$ cat config.mk
export PLATFORM = sky130hd
export DESIGN_NAME = aram_rd_sequencer
export DESIGN_NICKNAME = d
export VERILOG_FILES = /design/src/rtl/aram_pkg.sv /design/src/rtl/aram_rd_skid2.sv /design/src/rtl/aram_rd_sequencer.sv
export SDC_FILE = /design/constraint.sdc
export NUM_CORES = 1
export LEC_CHECK = 0
export CELL_PAD_IN_SITES_DETAIL_PLACEMENT = 0
export CELL_PAD_IN_SITES_GLOBAL_PLACEMENT = 2
export CORE_AREA = 2 2 440 442
export CTS_CLUSTER_SIZE = 30
export DETAILED_ROUTE_END_ITERATION = 12
export DIE_AREA = 0 0 442 444
export PLACE_DENSITY_LB_ADDON = 0.12
export SKIP_CTS_REPAIR_TIMING = 1
export SLEW_MARGIN = 20
export SYNTH_ARGS = -nofsm -noshare
export SYNTH_HDL_FRONTEND = slang
export SYNTH_HIERARCHICAL = 1
export SYNTH_SLANG_ARGS = --single-unit
$ cat constraint.sdc
create_clock -name clock -period 13.5 [get_ports clock]
set_input_delay 4.05 -clock clock [delete_from_list [all_inputs] [get_ports clock]]
set_output_delay 4.05 -clock clock [all_outputs]
set_load 0.02 [all_outputs]
$ cat src/rtl/aram_pkg.sv
`default_nettype none
// ============================================================================
// Module  : aram_pkg
// Purpose : Shared constants, types and the check-bit helper for the 64x544
//           simple-dual-port array buffer and its read sequencer.
// Contents: ARAM_DEPTH / ARAM_AW / ARAM_DW / ARAM_PW constants,
//           aram_ptr_t {wrap,addr} pointer type, aram_entry_t entry type,
//           aram_check_bits() : per-16-bit-lane XOR of the payload.
// Revision: 1.0 - initial release
// ============================================================================
package aram_pkg;

   localparam int ARAM_DEPTH = 64;
   localparam int ARAM_AW    = 6;
   localparam int ARAM_DW    = 544;
   localparam int ARAM_PW    = 7;

   typedef logic [ARAM_PW-1:0] aram_ptr_t;
   typedef logic [ARAM_DW-1:0] aram_entry_t;

   // Bit k of the meta field covers payload lane [16k+15:16k].
   function automatic logic [31:0] aram_check_bits(input aram_entry_t e);
      logic [31:0] c;
      c = '0;
      for (int k = 0; k < 32; k++) begin
         c[k] = ^e[16*k +: 16];
      end
      return c;
   endfunction

endpackage
`default_nettype wire

$ cat src/rtl/aram_rd_skid2.sv
`default_nettype none
// ============================================================================
// Module  : aram_rd_skid2
// Purpose : Two-entry registered FIFO that absorbs the array's read latency
//           and presents the head entry as a valid/ready stream.
// Ports   : clock, reset (async, active-high)
//           flush    - empties the FIFO (takes priority over push/pop)
//           push/din - write an entry at the tail
//           pop      - head consumed this cycle (out_valid & ready)
//           cnt      - current fill level 0..2
//           out_valid/out_data - registered head entry
// Revision: 1.0 - initial release
// ============================================================================
module aram_rd_skid2
   import aram_pkg::*;
#(
   parameter int DW = ARAM_DW
) (
   input  logic          clock,
   input  logic          reset,
   input  logic          flush,
   input  logic          push,
   input  logic [DW-1:0] din,
   input  logic          pop,
   output logic [1:0]    cnt,
   output logic          out_valid,
   output logic [DW-1:0] out_data
);

   logic [DW-1:0] r_head;
   logic [DW-1:0] r_tail;
   logic [1:0]    r_cnt;
   logic          r_valid;
   logic [1:0]    w_cnt_nxt;

   // pop is only ever asserted with r_cnt != 0 and the sequencer never
   // pushes into a full FIFO, so this cannot wrap.
   always_comb begin
      w_cnt_nxt = r_cnt + {1'b0, push} - {1'b0, pop};
   end

   always_ff @(posedge clock or posedge reset) begin
      if (reset) begin
         r_cnt   <= 2'd0;
         r_valid <= 1'b0;
      end else if (flush) begin
         r_cnt   <= 2'd0;
         r_valid <= 1'b0;
      end else begin
         r_cnt   <= w_cnt_nxt;
         r_valid <= (w_cnt_nxt != 2'd0);
      end
   end

   // Data registers carry no reset: contents are meaningless while empty.
   always_ff @(posedge clock) begin
      case ({push, pop})
         2'b10: begin
            if (r_cnt == 2'd0) r_head <= din;
            else               r_tail <= din;
         end
         2'b01: begin
            r_head <= r_tail;
         end
         2'b11: begin
            if (r_cnt == 2'd1) begin
               r_head <= din;
            end else begin
               r_head <= r_tail;
               r_tail <= din;
            end
         end
         default: begin
         end
      endcase
   end

   assign cnt       = r_cnt;
   assign out_valid = r_valid;
   assign out_data  = r_head;

endmodule
`default_nettype wire

$ cat src/rtl/aram_rd_sequencer.sv
`default_nettype none
// ============================================================================
// Module  : aram_rd_sequencer
// Purpose : Read-side sequencer for the 64x544 circular array buffer. Issues
//           array reads while unread entries exist and downstream room allows,
//           absorbs the 1-cycle read latency in a 2-entry skid and streams the
//           entries out in order. rd_ptr goes back to the writer for full
//           detection.
// Ports   : clock/reset (async, active-high)
//           wr_ptr    in  {wrap,addr} from writer
//           flush     in  drop unread and in-flight entries
//           rd_ptr    out {wrap,addr}, registered
//           occupancy out wr_ptr - rd_ptr (0..64)
//           enb/addrb out array read port; dob in read data (next cycle)
//           out_valid/out_ready/out_data  output stream
//           parity_err out sticky check error (only with ARAM_RD_PARITY_EN)
// Config  : `define ARAM_RD_PARITY_EN enables the meta-field lane checker.
// Revision: 1.0 - initial release
// ============================================================================
module aram_rd_sequencer
   import aram_pkg::*;
(
   input  logic [0:0]         clock,
   input  logic               reset,
   input  logic [ARAM_PW-1:0] wr_ptr,
   input  logic               flush,
   output logic [ARAM_PW-1:0] rd_ptr,
   output logic [ARAM_PW-1:0] occupancy,
   output logic               enb,
   output logic [ARAM_AW-1:0] addrb,
   input  logic [ARAM_DW-1:0] dob,
   output logic               out_valid,
   input  logic               out_ready,
   output logic [ARAM_DW-1:0] out_data
`ifdef ARAM_RD_PARITY_EN
   ,
   output logic               parity_err
`endif
);

   aram_ptr_t  r_rd_ptr;
   logic       r_inflight;
   logic       w_avail;
   logic       w_pop;
   logic       w_push;
   logic       w_issue;
   logic [1:0] w_skid_cnt;
   logic [2:0] w_load;

   assign w_avail = (wr_ptr != r_rd_ptr);
   assign w_pop   = out_valid & out_ready;
   // The read issued last cycle lands this cycle, unless a flush drops it.
   assign w_push  = r_inflight & ~flush;

   // Entries that will be held downstream after this cycle if nothing new
   // is issued; a new read is allowed only while that stays below two.
   always_comb begin
      w_load  = {1'b0, w_skid_cnt} + {2'b00, r_inflight} - {2'b00, w_pop};
      w_issue = w_avail & ~flush & (w_load < 3'd2);
   end

   always_ff @(posedge clock or posedge reset) begin
      if (reset) begin
         r_rd_ptr <= '0;
      end else if (flush) begin
         r_rd_ptr <= wr_ptr;
      end else if (w_issue) begin
         r_rd_ptr <= r_rd_ptr + 7'd1;
      end
   end

   always_ff @(posedge clock or posedge reset) begin
      if (reset) begin
         r_inflight <= 1'b0;
      end else begin
         r_inflight <= w_issue;
      end
   end

   aram_rd_skid2 #(
      .DW (ARAM_DW)
   ) u_skid (
      .clock     (clock),
      .reset     (reset),
      .flush     (flush),
      .push      (w_push),
      .din       (dob),
      .pop       (w_pop),
      .cnt       (w_skid_cnt),
      .out_valid (out_valid),
      .out_data  (out_data)
   );

   assign rd_ptr    = r_rd_ptr;
   assign occupancy = wr_ptr - r_rd_ptr;
   assign enb       = w_issue;
   assign addrb     = r_rd_ptr[ARAM_AW-1:0];

`ifdef ARAM_RD_PARITY_EN
   logic r_parity_err;
   logic w_chk_bad;

   // Only entries actually captured into the skid are judged.
   assign w_chk_bad = (aram_check_bits(dob) != dob[ARAM_DW-1:512]);

   always_ff @(posedge clock or posedge reset) begin
      if (reset) begin
         r_parity_err <= 1'b0;
      end else if (w_push & w_chk_bad) begin
         r_parity_err <= 1'b1;
      end
   end

   assign parity_err = r_parity_err;
`endif

endmodule
`default_nettype wire

==> results.py <==
metrics = {
    "floorplanning": {
        "io_pins": 1121,
        "die_y_um": 444,
        "initial_core_util_pct": 21.0,
        "die_x_um": 442,
        "core_sq_um": 192000,
        "die_area_sq_um": 196000,
        "rows": 161,
    },
    "setup_path": {
        "endpoint_kind": "primary output",
        "critPathLaunchType": "input port",
        "crit_type": "input port to primary output",
        "cp_max_fo": 8,
        "r2r_start": "r_inflight$_DFF_PP0_",
        "r2r_setup_slack_ns": 9.74,
        "crit_arrival_ns": 6.86,
        "required_ns": 9.45,
        "r2r_cells": 6,
        "r2r_end": "u_skid/out_data[475]$_DFFE_PP_",
    },
    "sta": {
        "setup_viol": 0,
        "fin_tns_setup_ns": 0,
        "final_max_slew_viol_count": 0,
        "finalCriticalPeriod_ns": 10.91,
        "worst_pin_slew_ns": 1.12,
        "slew_headroom_pct": 25.5,
        "fin_hold_ws_ns": 0.521,
        "hold_viol_final": 0,
        "fmax_mhz": 91.6,
        "rsz0062_at_grt": "no",
        "fin_crit_sh_pct": 80.8,
        "finClkSkew_ns": 0.0324,
    },
    "route": {
        "vias_per_cell": 3.91,
        "route.met2.wl_mm": 75.5,
        "drt-wirelength-per-cell_um": 24.5,
        "vias": 22200,
        "routed_wl_mm": 139,
        "drc": 0,
        "drtPass1Iterations": 5,
        "wl_met3_mm": 11.8,
        "ant_nets": 0,
        "first_iter_violations": 946,
        "wl_met1_mm": 48.1,
        "maxUsedRoutingLayer": "met5",
    },
    "cells_and_area": {
        "design_area_sq_um": 58900,
        "final_nets": 3597,
        "area_growth_pct": 46.2,
        "drive_gt1_share_pct": 20.6,
        "fin_util_pct": 30.7,
        "fillers": 18700,
    },
    "yosys": {
        "synthesis.nets": 2385,
        "syn_avg_cell_area_sq_um": 22.2,
        "synth_top_area_cell": "edfxtp_1",
        "ys_async_sr_fraction_pct": 1.00,
        "syn_area_sq_um": 40300,
        "synth_top_flop_cell": "edfxtp_1",
        "yosys-top-cells-count": "edfxtp_1, mux2_2, mux2_1, buf_2, inv_1",
        "ys_types": 44,
        "ys_ff_latch": 1099,
        "ys_seq_area_share_pct": 81.8,
        "yosys.area.top_type_share_pct": 81.1,
        "postSynthCellCount": 1818,
        "yosysWarnings": 6,
        "synthTopCellsByArea": "edfxtp_1, mux2_2, mux2_1, dfrtp_1, buf_2",
        "synth-edff-count": 1088,
        "synth.most_common_cell": "edfxtp_1",
    },
    "clock_network": {
        "clk_latency_ns": 0.78,
        "htreeDepth": 4,
        "cts_tree": "built",
        "cts_sinks": 1099,
        "path_clk_slew_ns": 0.06,
        "cts_root_buf": "clkbuf_16",
        "numCtsBuffers": 140,
        "clockBufferDepth": 3,
    },
    "placement": {
        "hpwl_mm": 98.9,
        "place_area_sq_um": 54400,
        "place.gp.congestion": 0.795,
        "io_buffer_count": 1120,
    },
    "global_routing": {
        "gr-usage-all-layers_pct": 13.8,
        "first_global_vias": 23500,
        "grt_first_pass_wirelength_mm": 191,
        "gr-total-overflow": 0,
        "antenna_found_initial": 73,
        "grt_start_max_net_pins": 158,
    },
    "power": {
        "finalPower_mw": 11.3,
        "irDropWorstVdd_mv": 0.112,
        "power_leakage_nw": 19.1,
        "powerDensity_nw_per_um2": 193,
    },
    "hold_path": {
        "hold_path_end": "u_skid/out_data[464]$_DFFE_PP_",
        "min_from": "u_skid/r_tail[464]$_DFFE_PP_",
        "hold_depth": 1,
        "hp-class": "flop to flop",
    },
    "flow_run": {
        "max_cap_viol_count": 0,
    },
    "status": {
        "outcome": "complete, no violations",
    },
}
[area by class of cell]
class                           count  area (sq um)  share of cell area, %
Inverter                           21          78.8                  0.134
Sequential cell                  1099         32900                   56.0
Clock buffer                      176          3690                   6.27
Timing Repair Buffer             1137         11400                   19.4
Tap cell                         2526          3160                   5.37
Antenna cell                       15          37.5                 0.0638
Clock inverter                     70           709                   1.20
Multi-Input combinational cell    631          6810                   11.6
[metal layers]
metal | track usage (%) | vias up
met5 | 0 | -
li1 | - | 9753
met4 | 3.86 | 58
met3 | 6.00 | 274
met2 | 25.7 | 777
met1 | 13.8 | 11300
[worst max path at each step]
stage / slack, ns / to / startpoint / cells past startpoint
after global placement: 2.62 / enb / out_ready / 9
after CTS: 2.56 / enb / out_ready / 9
final: 2.59 / enb / out_ready / 9
after detailed placement: 2.58 / enb / out_ready / 9
after floorplan: 1.79 / u_skid/r_tail[0]$_DFFE_PP_ / out_ready / 3
after global routing: 2.39 / enb / out_ready / 9
[layout by cell type, fill, tap and decap left out, types with 3 or more instances in the layout]
cell type / synthesis / layout
clkinv_1: 1 / 29
clkbuf_16: 0 / 142
nor2b_1: 5 / 5
buf_12: 0 / 8
edfxtp_1: 1088 / 1088
clkbuf_1: 0 / 33
clkinv_2: 0 / 14
inv_1: 20 / 20
mux2_1: 110 / 110
nor2_1: 12 / 12
mux2_2: 434 / 434
a21oi_1: 3 / 3
clkdlybuf4s50_1: 0 / 1120
bufinv_16: 0 / 10
xnor2_1: 3 / 3
nand3_1: 4 / 4
clkinvlp_4: 0 / 3
ha_1: 10 / 10
buf_4: 6 / 9
clkinv_8: 0 / 5
inv_6: 0 / 6
diode_2: 0 / 15
nand2_1: 6 / 6
dfrtp_1: 11 / 11
a31oi_1: 5 / 5
o21ai_0: 6 / 6
[critical path, stage by stage]
cell             delay [ns]
clkdlybuf4s50_1        0.45
and2_1                 0.28
ha_1                   0.28
nand2b_1               0.15
fa_1                   0.41
xnor2_2                0.24
o311ai_4               0.18
nor2_1                 0.16
clkdlybuf4s50_1        0.66
[registers in the layout (all words and copies together) (netlist names)]
name	cells
u_skid/cnt	2
u_skid/out_data	544
r_inflight	1
u_skid/out_valid	1
u_skid/r_tail	544
rd_ptr	7
[per-stage QoR]
step / cells / worst slack (ns)
2_1_floorplan: 1818 / 1.79
3_3_place_gp: 5414 / 2.62
3_5_place_dp: 5414 / 2.58
4_1_cts: 5660 / 2.56
5_1_grt: 5664 / 2.39
6_report: 5675 / 2.59
[cell families after synthesis]
kind of cell	share of synthesized area (%)
xor gates and xnor gates	0.190
and+or+nand+nor	0.491
adders and majority gates	0.410
AOI/OAI and AO/OA	0.534
DFF	81.8
buffers and inverters	1.35
muxes	15.2
[power breakdown]
part | switching [mW] | internal (mW) | total [mW]
combinational | 1.70 | 1.18 | 2.88
sequential | 0.181 | 4.66 | 4.84
clock | 1.49 | 2.13 | 3.62
Note: power is estimated with default switching activity, not from simulation.
==> edit, RTL diff (same settings) <==
`ARAM_AW`: 6 -> 4.
--- a/src/rtl/aram_pkg.sv
+++ b/src/rtl/aram_pkg.sv
@@ -11,7 +11,7 @@
 package aram_pkg;
 
    localparam int ARAM_DEPTH = 64;
-   localparam int ARAM_AW    = 6;
+   localparam int ARAM_AW    = 4;
    localparam int ARAM_DW    = 544;
    localparam int ARAM_PW    = 7;
 
Ports: changed (resized addrb); port bits go from 1121 to 1119. No check against the original RTL was run, so the function may have changed too.
==> edit against the unedited design <==
Wire length hardly changed; sequential cell count is the same; synthesized area hardly changed; largest power group unchanged; highest routed layer unchanged; total power about the same; register-to-register slack lost 110 ps; sequential power barely moved; setup slack got worse by 5.2 ps; fmax about the same; cell area barely moved.
==> edit: results (changes against the unedited design) <==
worst reg2reg endpoint u_skid/out_data[6]$_DFFE_PP_; 1st-pass router iterations 5 (unchanged); proportion of layout cells with a drive suffix above 1 20.6% (about the same); DP Wirelength 99200 um (+0.31%); FILL cells 18.7k (+0.20%); largest net degree at the start of global routing 155 (-1.9%); sequential share of the synthesized area 81.8% (about the same); status finished, final reports clean; r2r setup slk 9630 ps (-110 ps); routability cong. 0.799 (+0.49%); Syn Nets 2383 (-0.084%); Lkg Pwr 19.2 nW (about the same); clk_lat worst skew 760 ps (-20 ps); initial antenna violation count 61 (-16%); Place WS 2570 ps (-12.4 ps); Area contributors post-synth edfxtp_1 81%, mux2_2 12%, mux2_1 3.1%, dfrtp_1 0.68%, buf_2 0.53%; Clock Skew 20.3 ps (-12.1 ps); CTS max path bufs 3 (unchanged); DR iter-0 viols 1119 (+18%); All-Layer GR Usage 13.7% (-0.022 points); Int Pwr 0.00796 W (about the same); Yosys cell types 44 (unchanged); Vias/cell 3.89 (-0.40%); RR Startpoint r_inflight$_DFF_PP0_; Max Freq 0.0916 GHz (about the same); Final #Nets 3601 (+0.11%); Num CTS Buffers 142 (+1.4%); IO Port Bufs 1118 (-0.18%); Worst EP arrival 6870 ps (about the same); placed instance area 54400 um2 (about the same); first-pass GRT wire length 191000 um (about the same); WL per Instance 24.4 um (-0.16%); Reg2Reg Depth 5 (-1); worst-margin pin slew 1130 ps (+12.0 ps); vias in the first global route 23.6k (+0.51%); maximum vdd ir drop 0.0961 mV (-14%); timing endpoint of the critical path enb
edit: layout make-up:
class	instances	area [um2]	share of cell area, %
inverter	21	78.8	0.134
antenna	12	30.0	0.0510
sequential	1099	32900	56.0
clock buffer	185	3810	6.47
timing repair buffer	1139	11400	19.4
clock inverter	67	589	1.00
tap	2526	3160	5.37
multi-input combinational	631	6810	11.6
edit: critical path: cells and delay by family:
kind                       cells  cell delay (ps)
adders and majority gates      2              670
and+or+nand+nor                3              580
AOI/OAI and AO/OA              1              180
buffers and inverters          2             1120
xor gates and xnor gates       1              250
edit: how the worst min path moves through the flow:
| stage | end | slack (ps) | cells past startpoint | from |
|---|---|---|---|---|
| final | u_skid/out_data[464]$_DFFE_PP_ | 520 | 1 | u_skid/r_tail[464]$_DFFE_PP_ |
| after global routing | u_skid/out_data[391]$_DFFE_PP_ | 540 | 1 | u_skid/r_tail[391]$_DFFE_PP_ |
| after CTS | u_skid/out_data[464]$_DFFE_PP_ | 520 | 1 | u_skid/r_tail[464]$_DFFE_PP_ |
| after detailed placement | u_skid/out_data[471]$_DFFE_PP_ | 520 | 1 | u_skid/r_tail[471]$_DFFE_PP_ |
| after global placement | u_skid/out_data[419]$_DFFE_PP_ | 520 | 1 | u_skid/r_tail[419]$_DFFE_PP_ |
| after floorplan | u_skid/out_data[365]$_DFFE_PP_ | 510 | 1 | u_skid/r_tail[365]$_DFFE_PP_ |
edit: cells by family after synthesis:
kind of cell / Yosys count / share of synthesized area [%]
AO/OA/AOI/OAI: 28 / 0.535
buffers and inverters: 86 / 1.31
AND/OR/NAND/NOR: 39 / 0.491
adder cells (fa/ha/maj): 12 / 0.410
XOR/XNOR: 7 / 0.190
flip-flops: 1099 / 81.8
multiplexers: 545 / 15.2
edit: per-layer routing:
metal | track usage, % | share of wire [%] | vias to the layer above
li1 | - | - | 9760
met1 | 13.7 | 35 | 11200
met2 | 25.5 | 54 | 804
met3 | 6.09 | 8.7 | 266
met4 | 3.95 | 2.2 | 56
met5 | 0 | 0.24 | -
edit: power by group through the flow:
stage | Sequential (W) | Clock, W | Combinational [W]
2_1_floorplan | 0.00564 | 0 | 0.000826
3_3_place_gp | 0.00490 | 0 | 0.00293
3_5_place_dp | 0.00491 | 0 | 0.00294
4_1_cts | 0.00485 | 0.00377 | 0.00296
5_1_grt | 0.00490 | 0.00390 | 0.00303
6_report | 0.00483 | 0.00362 | 0.00287
edit: stage by stage:
step	hold slack, ps	std cells
after floorplan	508	1816
after global placement	515	5415
after detailed placement	517	5415
after CTS	518	5667
after global routing	539	5674
final	524	5680
